$ cat src/rtl/apb_req_arbiter_pkg.sv
// Shared types and defaults for the APB requester arbiter.
// The state enum is common to the arbiter and any wrapper that inspects it.
package apb_req_arbiter_pkg;

  localparam int DEF_NREQ    = 4;
  localparam int DEF_AW      = 4;
  localparam int DEF_DW      = 8;
  localparam int DEF_TIMEOUT = 64;

  typedef enum logic [2:0] {
    IDLE,
    ISSUE,
    WAIT_SETUP,
    WAIT_ACCESS,
    DONE
  } arb_state_e;

endpackage

$ cat src/rtl/apb_req_arbiter_if.sv
// Requester-side and APB-snoop signals of the arbiter, grouped as one bundle.
// The master modport is the arbiter; the slave modport is its environment.
interface apb_req_arbiter_if
  import apb_req_arbiter_pkg::*;
#(
  parameter int NREQ = DEF_NREQ,
  parameter int AW   = DEF_AW,
  parameter int DW   = DEF_DW
);

  logic [NREQ-1:0]    req;
  logic [NREQ-1:0]    req_wr;
  logic [NREQ*AW-1:0] req_addr;
  logic [NREQ*DW-1:0] req_wdata;
  logic [NREQ-1:0]    ack;
  logic [DW-1:0]      rdata;
  logic               m_newd;
  logic               m_wr;
  logic [AW-1:0]      m_addr;
  logic [DW-1:0]      m_wdata;
  logic               psel;
  logic               penable;
  logic               pready;
  logic [DW-1:0]      prdata;
  logic               busy;
  logic               timeout;

  modport master (
    input  req, req_wr, req_addr, req_wdata, psel, penable, pready, prdata,
    output ack, rdata, m_newd, m_wr, m_addr, m_wdata, busy, timeout
  );

  modport slave (
    output req, req_wr, req_addr, req_wdata, psel, penable, pready, prdata,
    input  ack, rdata, m_newd, m_wr, m_addr, m_wdata, busy, timeout
  );

endinterface

$ cat src/rtl/apb_req_arbiter_rr_pick.sv
// Combinational round-robin picker: first set request strictly after i_last,
// scanning upward with wrap; i_last itself is considered last.
module apb_req_arbiter_rr_pick #(
  parameter  int NREQ = 4,
  localparam int IW   = $clog2(NREQ)
) (
  input  logic [NREQ-1:0] i_req,
  input  logic [IW-1:0]   i_last,
  output logic [NREQ-1:0] o_gnt,
  output logic [IW-1:0]   o_idx,
  output logic            o_any
);

  always_comb begin
    o_gnt = '0;
    o_idx = '0;
    o_any = 1'b0;
    for (int k = 1; k <= NREQ; k++) begin
      if (!o_any && i_req[(int'(i_last) + k) % NREQ]) begin
        o_any = 1'b1;
        o_idx = IW'((int'(i_last) + k) % NREQ);
        o_gnt[(int'(i_last) + k) % NREQ] = 1'b1;
      end
    end
  end

endmodule

$ cat src/rtl/apb_req_arbiter.sv
// Round-robin arbiter sharing one APB master command port between NREQ
// requesters; tracks each transfer by snooping psel/penable/pready.
//
// state       | meaning
// IDLE        | no grant; picker chooses next requester, command latched
// ISSUE       | m_newd pulse to the APB master
// WAIT_SETUP  | waiting for the APB setup phase
// WAIT_ACCESS | waiting for psel && penable && pready
// DONE        | one-cycle ack to the granted requester
module apb_req_arbiter
  import apb_req_arbiter_pkg::*;
#(
  parameter int NREQ    = DEF_NREQ,
  parameter int AW      = DEF_AW,
  parameter int DW      = DEF_DW,
  parameter int TIMEOUT = DEF_TIMEOUT
) (
  input logic               pclk,
  input logic               preset,
  apb_req_arbiter_if.master bus
);

  localparam int IW = $clog2(NREQ);
  localparam int CW = $clog2(TIMEOUT + 1);

  arb_state_e      r_state, w_state_nxt;
  logic [IW-1:0]   r_gnt_idx, r_last;
  logic [NREQ-1:0] r_gnt_oh;
  logic            r_m_wr;
  logic [AW-1:0]   r_m_addr;
  logic [DW-1:0]   r_m_wdata;
  logic [DW-1:0]   r_rdata;
  logic [CW-1:0]   r_wdog;
  logic            r_timeout;

  logic [NREQ-1:0] w_pick_gnt;
  logic [IW-1:0]   w_pick_idx;
  logic            w_pick_any;
  logic            w_capture;
  logic            w_xfer_done;
  logic [NREQ-1:0] w_ack;
  logic            w_newd;
  logic            w_busy;

  apb_req_arbiter_rr_pick #(.NREQ(NREQ)) u_pick (
    .i_req  (bus.req),
    .i_last (r_last),
    .o_gnt  (w_pick_gnt),
    .o_idx  (w_pick_idx),
    .o_any  (w_pick_any)
  );

  assign w_xfer_done = bus.psel & bus.penable & bus.pready;

  always_comb begin
    w_state_nxt = r_state;
    w_capture   = 1'b0;
    w_ack       = '0;
    w_newd      = 1'b0;
    w_busy      = (r_state != IDLE);
    unique case (r_state)
      IDLE:        if (w_pick_any) w_state_nxt = ISSUE;
      ISSUE: begin
        w_newd      = 1'b1;
        w_state_nxt = WAIT_SETUP;
      end
      WAIT_SETUP: begin
        // A master that skips straight to access is checked for completion here.
        if (bus.psel && bus.penable) begin
          if (bus.pready) begin
            w_capture   = 1'b1;
            w_state_nxt = DONE;
          end else begin
            w_state_nxt = WAIT_ACCESS;
          end
        end else if (bus.psel) begin
          w_state_nxt = WAIT_ACCESS;
        end
      end
      WAIT_ACCESS: begin
        if (w_xfer_done) begin
          w_capture   = 1'b1;
          w_state_nxt = DONE;
        end
      end
      DONE: begin
        w_ack       = r_gnt_oh;
        w_state_nxt = IDLE;
      end
      default:     w_state_nxt = IDLE;
    endcase
  end

  always_ff @(posedge pclk) begin
    if (preset) begin
      r_state   <= IDLE;
      r_gnt_idx <= '0;
      r_gnt_oh  <= '0;
      r_last    <= IW'(NREQ - 1);
      r_m_wr    <= 1'b0;
      r_m_addr  <= '0;
      r_m_wdata <= '0;
      r_rdata   <= '0;
      r_wdog    <= '0;
      r_timeout <= 1'b0;
    end else begin
      r_state <= w_state_nxt;
      if (r_state == IDLE && w_pick_any) begin
        r_gnt_idx <= w_pick_idx;
        r_gnt_oh  <= w_pick_gnt;
        r_m_wr    <= bus.req_wr[w_pick_idx];
        r_m_addr  <= bus.req_addr[int'(w_pick_idx)*AW +: AW];
        r_m_wdata <= bus.req_wdata[int'(w_pick_idx)*DW +: DW];
      end
      if (w_capture && !r_m_wr) r_rdata <= bus.prdata;
      if (r_state == DONE) r_last <= r_gnt_idx;
      // Watchdog value equals the number of cycles elapsed since the m_newd cycle.
      if (r_state == IDLE || r_state == DONE) begin
        r_wdog <= '0;
      end else if (r_wdog != CW'(TIMEOUT)) begin
        r_wdog <= r_wdog + CW'(1);
        if (r_wdog == CW'(TIMEOUT - 1)) r_timeout <= 1'b1;
      end
    end
  end

  assign bus.ack     = w_ack;
  assign bus.rdata   = r_rdata;
  assign bus.m_newd  = w_newd;
  assign bus.m_wr    = r_m_wr;
  assign bus.m_addr  = r_m_addr;
  assign bus.m_wdata = r_m_wdata;
  assign bus.busy    = w_busy;
  assign bus.timeout = r_timeout;

endmodule

$ cat src/flat_wrapper.sv
// flat-port wrapper written by rule: the top's interface ports become plain ports
module apb_req_arbiter_flat import apb_req_arbiter_pkg::*;
#(
  parameter int NREQ    = DEF_NREQ,
  parameter int AW      = DEF_AW,
  parameter int DW      = DEF_DW,
  parameter int TIMEOUT = DEF_TIMEOUT
)
  (pclk, preset, bus_req, bus_req_wr, bus_req_addr, bus_req_wdata, bus_psel, bus_penable, bus_pready, bus_prdata, bus_ack, bus_rdata, bus_m_newd, bus_m_wr, bus_m_addr, bus_m_wdata, bus_busy, bus_timeout);
  apb_req_arbiter_if #(.NREQ(NREQ), .AW(AW), .DW(DW)) bus_i ();
  input logic pclk;
  input logic preset;
  input wire logic [$bits(bus_i.req)-1:0] bus_req;
  input wire logic [$bits(bus_i.req_wr)-1:0] bus_req_wr;
  input wire logic [$bits(bus_i.req_addr)-1:0] bus_req_addr;
  input wire logic [$bits(bus_i.req_wdata)-1:0] bus_req_wdata;
  input wire logic [$bits(bus_i.psel)-1:0] bus_psel;
  input wire logic [$bits(bus_i.penable)-1:0] bus_penable;
  input wire logic [$bits(bus_i.pready)-1:0] bus_pready;
  input wire logic [$bits(bus_i.prdata)-1:0] bus_prdata;
  output wire logic [$bits(bus_i.ack)-1:0] bus_ack;
  output wire logic [$bits(bus_i.rdata)-1:0] bus_rdata;
  output wire logic [$bits(bus_i.m_newd)-1:0] bus_m_newd;
  output wire logic [$bits(bus_i.m_wr)-1:0] bus_m_wr;
  output wire logic [$bits(bus_i.m_addr)-1:0] bus_m_addr;
  output wire logic [$bits(bus_i.m_wdata)-1:0] bus_m_wdata;
  output wire logic [$bits(bus_i.busy)-1:0] bus_busy;
  output wire logic [$bits(bus_i.timeout)-1:0] bus_timeout;
  assign bus_i.req = bus_req;
  assign bus_i.req_wr = bus_req_wr;
  assign bus_i.req_addr = bus_req_addr;
  assign bus_i.req_wdata = bus_req_wdata;
  assign bus_i.psel = bus_psel;
  assign bus_i.penable = bus_penable;
  assign bus_i.pready = bus_pready;
  assign bus_i.prdata = bus_prdata;
  assign bus_ack = bus_i.ack;
  assign bus_rdata = bus_i.rdata;
  assign bus_m_newd = bus_i.m_newd;
  assign bus_m_wr = bus_i.m_wr;
  assign bus_m_addr = bus_i.m_addr;
  assign bus_m_wdata = bus_i.m_wdata;
  assign bus_busy = bus_i.busy;
  assign bus_timeout = bus_i.timeout;
  apb_req_arbiter #(.NREQ(NREQ), .AW(AW), .DW(DW), .TIMEOUT(TIMEOUT)) u_core (.pclk(pclk), .preset(preset), .bus(bus_i));
endmodule
$ cat config.mk
export PLATFORM = sky130hd
export DESIGN_NAME = apb_req_arbiter_flat
export DESIGN_NICKNAME = d
export VERILOG_FILES = /design/src/rtl/apb_req_arbiter_pkg.sv /design/src/rtl/apb_req_arbiter_if.sv /design/src/rtl/apb_req_arbiter_rr_pick.sv /design/src/rtl/apb_req_arbiter.sv /design/src/flat_wrapper.sv
export SDC_FILE = /design/constraint.sdc
export NUM_CORES = 1
export LEC_CHECK = 0
export ABC_AREA = 1
export CELL_PAD_IN_SITES_DETAIL_PLACEMENT = 1
export CELL_PAD_IN_SITES_GLOBAL_PLACEMENT = 2
export CORE_MARGIN = 2
export CORE_UTILIZATION = 24
export CTS_CLUSTER_DIAMETER = 30
export CTS_CLUSTER_SIZE = 16
export DETAILED_ROUTE_END_ITERATION = 16
export GPL_TIMING_DRIVEN = 0
export HOLD_SLACK_MARGIN = 0.1
export PLACE_DENSITY_LB_ADDON = 0.1
export SYNTH_ARGS = -nofsm -noshare
export SYNTH_HDL_FRONTEND = slang
export SYNTH_SLANG_ARGS = --single-unit
$ cat constraint.sdc
create_clock -name pclk -period 3.8 [get_ports pclk]
set_clock_uncertainty 0.1 [all_clocks]
set_input_delay 0.76 -clock pclk [delete_from_list [all_inputs] [get_ports pclk]]
set_output_delay 0.76 -clock pclk [all_outputs]
set_load 0.03 [all_outputs]
==> metrics.yaml, run 1 <==
run_status:
  status: "completed"
pwr:
  p_comb_share_pct: 44.1
  p_switching_uw: 589
  power_density_mw_per_mm2: 389
  swShare_pct: 39.6
  power.total_uw: 1490
  p_leak_uw: 0.00175
  ir_worst_vdd_v: 0.000156
  p_int_uw: 897
  clockPowerShare_pct: 20.2
  p_seq_share_pct: 35.7
grt:
  grtUsageTotal_pct: 15.4
  grt_max_degree: 13
  grt_pass1_vias: 3040
  grt_first_pass_wirelength_um: 14200
  gr-usage-met3_pct: 4.28
  grt-ovfl-total: 0
  met2_usage_pct: 27.1
  antenna_found_initial: 0
  use_met1_pct: 18.6
  busiest_layer: "met2"
logic_synthesis:
  synth_top_area_share_pct: 30.8
  ys_ff_latch: 40
  ys.flop_type: "dfxtp_1"
  synth_edf_count: 0
  yosysUniqueCellTypes: 30
  yosysMostFrequentCell: "nand2_1"
  async_flop_share_pct: 0
  ys_seq_area_share_pct: 30.8
  yosys_warnings: 0
  synth.area.top_cells: "dfxtp_1 31%, nand2_1 14%, nor2_1 10%"
  synthTopCellsByCount: "97 x nand2_1, 71 x nor2_1, 65 x inv_1"
  synth_top_area_cell: "dfxtp_1"
  synth_area_mm2: 0.00260
  synth_nets: 501
  synth_cells: 422
  syn_area_per_cell_um2: 6.17
setup_path:
  cpPeakStageDelay_ps: 600
  cp.required_ps: 3890
  path_delay_family: "simple AND/OR/NAND/NOR gates"
  critPathArrivalTime_ps: 3080
  crit_slowest_cell: "dfxtp_1"
  rr_worst_depth: 13
  cp_cell_sequence: "inv_2 -> ha_1 -> inv_1 -> nand2_2 -> nand2_4 -> nor2_4 -> nand2_1 -> nand2_1 -> a21oi_2 -> nor2_2 -> nand2_1 -> a21oi_1 -> nor2_1"
  crit_type: "register to register"
  startpoint_type: "register"
  worst-path-stages: 13
  crit_path_end_kind: "register"
  path_common_cell: "nand2_1"
  crit_buf_inv: 2
  worst-path-max-fanout: 11
drt:
  via_count: 2922
  drt_iter0_markers: 47
  drc: 0
  routedWlPerCell_um: 12.9
  firstDrtPassIters: 4
  via_per_inst: 4.39
  detail-route-antenna-nets: 0
  drt_wl_total_um: 8580
sta:
  rsz0062_at_grt: "false"
  drv_slew: 0
  fin_tns_setup_ps: 0
  min_period_ps: 2990
  finalWorstSetupSlack_ps: 807
  hold_viol: 0
  max_freq_mhz: 334
  relSlewSlack_pct: 60.6
  worst_pin_slew_ps: 591
  final-setup-viol-count: 0
  final.period_utilization_pct: 78.8
layout:
  stdcell_area_mm2: 0.00382
  fillers: 1402
  synthToLayoutAreaGrowth_pct: 46.8
  fin_nets: 603
  regArea_um2: 801
  multiInputGateArea_mm2: 0.00148
  drive_above_1_share_pct: 5.52
  diodes: 0
  final_util_pct: 35.7
worst_hold_path:
  holdPathStages: 2
  min_path_type: "register to register"
cts:
  ctsHtreeMaxLevel: 2
  cts.clk_slew.worst_paths_ps: 80
  cts_buffers: 5
  cts_resized: 0
  cts_setup_buffers: 0
  tritoncts: "built"
  clock_tree.buffer_depth: 2
  clk_root_buffer_cell: "clkbuf_8"
  cts_hold_buf: 0
  cts_num_sinks: 40
  clock_latency_ps: 290
floorplanning:
  initial_core_util_pct: 24.3
  dieArea_mm2: 0.0117
  num_rows: 38
  die_h_um: 108
  core_mm2: 0.0107
  io-pin-count: 97
  die_x_um: 108
placement:
  hpwl_um: 6890
  gp_congestion: 0.817
  placed_area_mm2: 0.00373
  port_buffers: 95
  place_ws_ps: 677
run:
  maxCapViolCount: 0
registers in the layout (all words and copies together) (netlist names):
signal / count
u_core.r_gnt_idx: 2
u_core.bus.rdata: 8
u_core.bus.m_addr: 4
u_core.bus.m_wdata: 8
u_core.r_state: 3
u_core.bus.timeout: 1
u_core.r_wdog: 7
u_core.r_gnt_oh: 4
u_core.r_last: 2
u_core.bus.m_wr: 1
cell usage in the layout (no fill, tap or decap), types with 2 or more instances in the layout:
cell / n
nand2_4: 2
ha_1: 10
nand2_2: 2
clkbuf_1: 5
inv_1: 65
a21oi_1: 21
clkdlybuf4s50_1: 95
a31oi_1: 3
clkinv_2: 2
o21ai_0: 23
nand2_1: 97
xor2_1: 2
buf_4: 2
o211ai_1: 3
dfxtp_1: 40
nand4_1: 15
nor3_1: 2
inv_2: 4
nor2_1: 71
clkbuf_8: 6
nand3_1: 38
buf_2: 3
nand3_4: 2
nor2_4: 2
o21ai_1: 2
final cells by class:
| class | count | share of cell area (%) |
|---|---|---|
| clock buffers | 6 | 2.16 |
| inverters | 70 | 6.88 |
| clock inverters | 2 | 0.262 |
| plain buffers | 11 | 1.57 |
| repair buffers | 95 | 24.9 |
| multi-input cells | 301 | 38.7 |
| well taps | 140 | 4.58 |
| flip-flops and latches | 40 | 21.0 |
routing by layer:
layer / part of all wire (%) / vias up
met5: 0 / -
met4: 0.79 / 0
met3: 6.0 / 7
met2: 47 / 59
met1: 46 / 1318
li1: - / 1538
power groups by stage:
stage	Clock, µW	Combinational, µW	Sequential (µW)
2_1_floorplan	0	313	614
3_3_place_gp	0	661	540
3_5_place_dp	0	668	540
4_1_cts	316	672	532
5_1_grt	334	737	542
6_report	300	656	531
logic make-up (layout without fill, tap and decap cells):
kind of cell,Yosys count,in the layout,synth area share [%]
xor gates and xnor gates,3,3,1.01
AOI/OAI and AO/OA,55,55,11.4
adders and majority gates,10,10,4.81
DFF,40,40,30.8
buffers and inverters,81,184,12.4
and+or+nand+nor,233,233,39.6
worst reg2reg max path: stages, from the launching register on:
cell     delay (ps)
dfxtp_1         600
inv_2           210
ha_1            420
inv_1           100
nand2_2         110
nand2_4          90
nor2_4          190
nand2_1         130
nand2_1         150
a21oi_2         140
nor2_2          360
nand2_1          90
a21oi_1         150
nor2_1           50
final timing paths:
path / start / to / slack [ps]
worst min-delay path: u_core.bus.timeout / u_core.bus.timeout / 370
worst max register to register: u_core.r_last[0] / u_core.bus.m_wr / 810
worst max-delay path: u_core.r_last[0] / u_core.bus.m_wr / 810
worst min register to register: u_core.bus.timeout / u_core.bus.timeout / 370
per-stage QoR:
stage | cells | hold slack [ps]
global placement | 657 | 354
global route | 665 | 422
CTS | 665 | 380
floorplan | 422 | 341
finish | 665 | 375
detailed placement | 657 | 355
Power figures use the tool's default switching activity.
==> inputs of run 2 (changes only) <==
Settings changed: CORE_UTILIZATION 24 to 20.
Clock period 3.8 ns to 2.6 ns, I/O delays scaled along.
==> run 2 against run 1 <==
Effect of this change:
- core utilization is 3.5 points lower
- flip-flop and latch count is the same
- cell count rose by 6.0%
- first-iteration DRC count is 98% higher
- non-clock buffer count is 8 higher
- sequential power is 47% higher
- hold slack worse by 21 ps
- global-route usage down 2.0 points
- combinational power grew 55%
- largest cell class unchanged
==> metrics.yaml, run 2 (same netlist as run 1, synthesis figures left out) <==
drt:
  drt_wl_total_um: 9270  # +8.1%
  wl_met3_um: 561  # +8.5%
  detail-route-antenna-nets: 0  # unchanged
  via_count: 3034  # +3.8%
  routedWlPerCell_um: 13.1  # +2.0%
  drt_iter0_markers: 93  # +98%
  top_layer: "met4"
  firstDrtPassIters: 4  # unchanged
  via_per_inst: 4.30  # -2.1%
  wl_met2_um: 4370  # +7.3%
  wirelength_met1_um: 4300  # +9.7%
  drc: 0  # unchanged
pwr:
  swShare_pct: 36.7  # -2.9 points
  p_seq_share_pct: 31.1  # -4.6 points
  p_switching_uw: 918  # +56%
  ir_worst_vdd_v: 0.000252  # +61%
  power_density_mw_per_mm2: 613  # +58%
  p_int_uw: 1580  # +76%
  p_leak_uw: 0.00183  # +4.8%
  clockPowerShare_pct: 28.1  # +7.9 points
  p_comb_share_pct: 40.7  # -3.4 points
floorplanning:
  num_rows: 41  # +7.9%
  die_h_um: 118  # +9.2%
  io-pin-count: 97  # unchanged
  initial_core_util_pct: 20.5  # -3.8 points
  die_x_um: 118  # +9.2%
  dieArea_mm2: 0.0139  # +19%
  core_mm2: 0.0127  # +18%
sta:
  max_freq_mhz: 411
  drv_slew: 0  # unchanged
  rsz0062_at_grt: "true"
  min_period_ps: 2430
  relSlewSlack_pct: 60.6  # about the same
  final-setup-viol-count: 0  # unchanged
  worst_pin_slew_ps: 591  # +0.289 ps
  final.period_utilization_pct: 93.6
  hold_viol: 0  # unchanged
cts:
  clk_root_buffer_cell: "clkbuf_16"
  clock_latency_ps: 280  # about the same
  cts_hold_buf: 0  # unchanged
  cts_buffers: 5  # unchanged
  tritoncts: "built"
  ctsHtreeMaxLevel: 2  # unchanged
  cts_num_sinks: 40  # unchanged
  clock_tree.buffer_depth: 2  # unchanged
  cts.clk_slew.worst_paths_ps: 60  # -20 ps
layout:
  regArea_um2: 808  # +0.94%
  multiInputGateArea_mm2: 0.00155  # +4.7%
  final_util_pct: 32.2  # -3.5 points
  layout_common_cells: "95 x nand2_1, 91 x clkdlybuf4s50_1, 68 x nor2_1, 64 x inv_1, 38 x dfxtp_1"
  fillers: 1639  # +17%
  layout_commonest_cell: "nand2_1"
  diodes: 0  # unchanged
  fin_nets: 611  # +1.3%
  stdcell_area_mm2: 0.00408  # +6.7%
  drive_above_1_share_pct: 9.38  # +3.9 points
  synthToLayoutAreaGrowth_pct: 56.7
  instances_no_fill: 705  # +6.0%
placement:
  gp_congestion: 0.795  # -2.7%
  port_buffers: 95  # unchanged
  dp.cells: 689  # +4.9%
  placed_area_mm2: 0.00377  # +1.1%
  hpwl_um: 7230  # +4.9%
setup_path:
  path_delay_family: "simple AND/OR/NAND/NOR gates"
  cpPeakStageDelay_ps: 480  # -120 ps
  rr_worst_depth: 13  # unchanged
  crit_type: "primary input to register"
  worst-path-stages: 14  # +1
  r2r_slack_ps: 170  # -640 ps
  cp.required_ps: 2670  # -1220 ps
  critPathArrivalTime_ps: 2510  # -570 ps
  worst-path-max-fanout: 8  # -3
  path_common_cell: "nand2_1"
  crit_slowest_cell: "clkdlybuf4s50_1"
  cp_cell_sequence: "clkdlybuf4s50_1 -> nand2_1 -> nand2_1 -> nand2_1 -> nand2_2 -> nor2_4 -> nand2_1 -> nand2_2 -> nand2_1 -> o21ai_4 -> nor2_4 -> nand3_1 -> nand2_1 -> nor2_1"
  crit_buf_inv: 1  # -1
  crit_path_end_kind: "register"
  startpoint_type: "primary input"
worst_hold_path:
  min_path_type: "register to register"
  holdPathStages: 2  # unchanged
grt:
  grt_first_pass_wirelength_um: 15300  # +7.8%
  grt_max_degree: 14  # +1
  grtUsageTotal_pct: 13.4  # -2.0 points
  grt_pass1_vias: 3134  # +3.1%
  antenna_found_initial: 0  # unchanged
  grt-ovfl-total: 0  # unchanged
run_status:
  status: "completed"
run:
  maxCapViolCount: 0  # unchanged
==> run 2: per-stage QoR <==
stage / setup slack (ps) / total power [µW] / hold slack (ps) / setup TNS (ps)
finish: 166 / 2500 / 354 / 0
global route: -42.9 / 2690 / 381 / -140
CTS: 0.00688 / 2520 / 363 / 0
detailed placement: -418 / 1770 / 346 / -6020
global placement: -419 / 1760 / 344 / -5820
floorplan: 296 / 1360 / 341 / 0
==> run 2: power by group through the flow <==
| stage | logic [µW] | registers, µW | clock network, µW |
|---|---|---|---|
| 3_3_place_gp | 974 | 789 | 0 |
| 6_report | 1020 | 778 | 703 |
| 5_1_grt | 1140 | 790 | 762 |
| 3_5_place_dp | 984 | 790 | 0 |
| 2_1_floorplan | 458 | 898 | 0 |
| 4_1_cts | 998 | 779 | 740 |
==> run 2: worst min-delay path, delay by kind of cell, from the launching register on <==
kind,cells,cell delay [ps]
compound gates,1,50
flops,1,320
simple gates,1,50
==> run 2: metal layers <==
metal / vias up / global-route usage [%]
met5: - / 0
met4: 0 / 2.03
met3: 4 / 4.07
met2: 56 / 23.0
met1: 1419 / 16.7
li1: 1555 / -
==> run 2: timing repair <==
item	4_1_cts	5_1_grt
endpoints found under the hold margin	0	0
setup endpoints to repair	25	21
setup buffers	2	6
pin swaps	1	5
resized for setup	10	20
==> run 2: layout make-up <==
class | count | area share (%)
Clock buffer | 5 | 3.07
Inverter | 70 | 6.60
Sequential cell | 40 | 19.8
Buffer | 11 | 1.60
Timing Repair Buffer | 103 | 24.7
Clock inverter | 3 | 1.04
Tap cell | 172 | 5.28
Multi-Input combinational cell | 301 | 37.9
==> run 2: path summary, 6_finish.rpt <==
path                            from               endpoint
hold / removal    u_core.bus.timeout     u_core.bus.timeout
setup reg to reg    u_core.r_last[1]   u_core.bus.m_addr[1]
hold reg to reg   u_core.bus.timeout     u_core.bus.timeout
setup / recovery          bus_req[3]  u_core.bus.m_wdata[4]
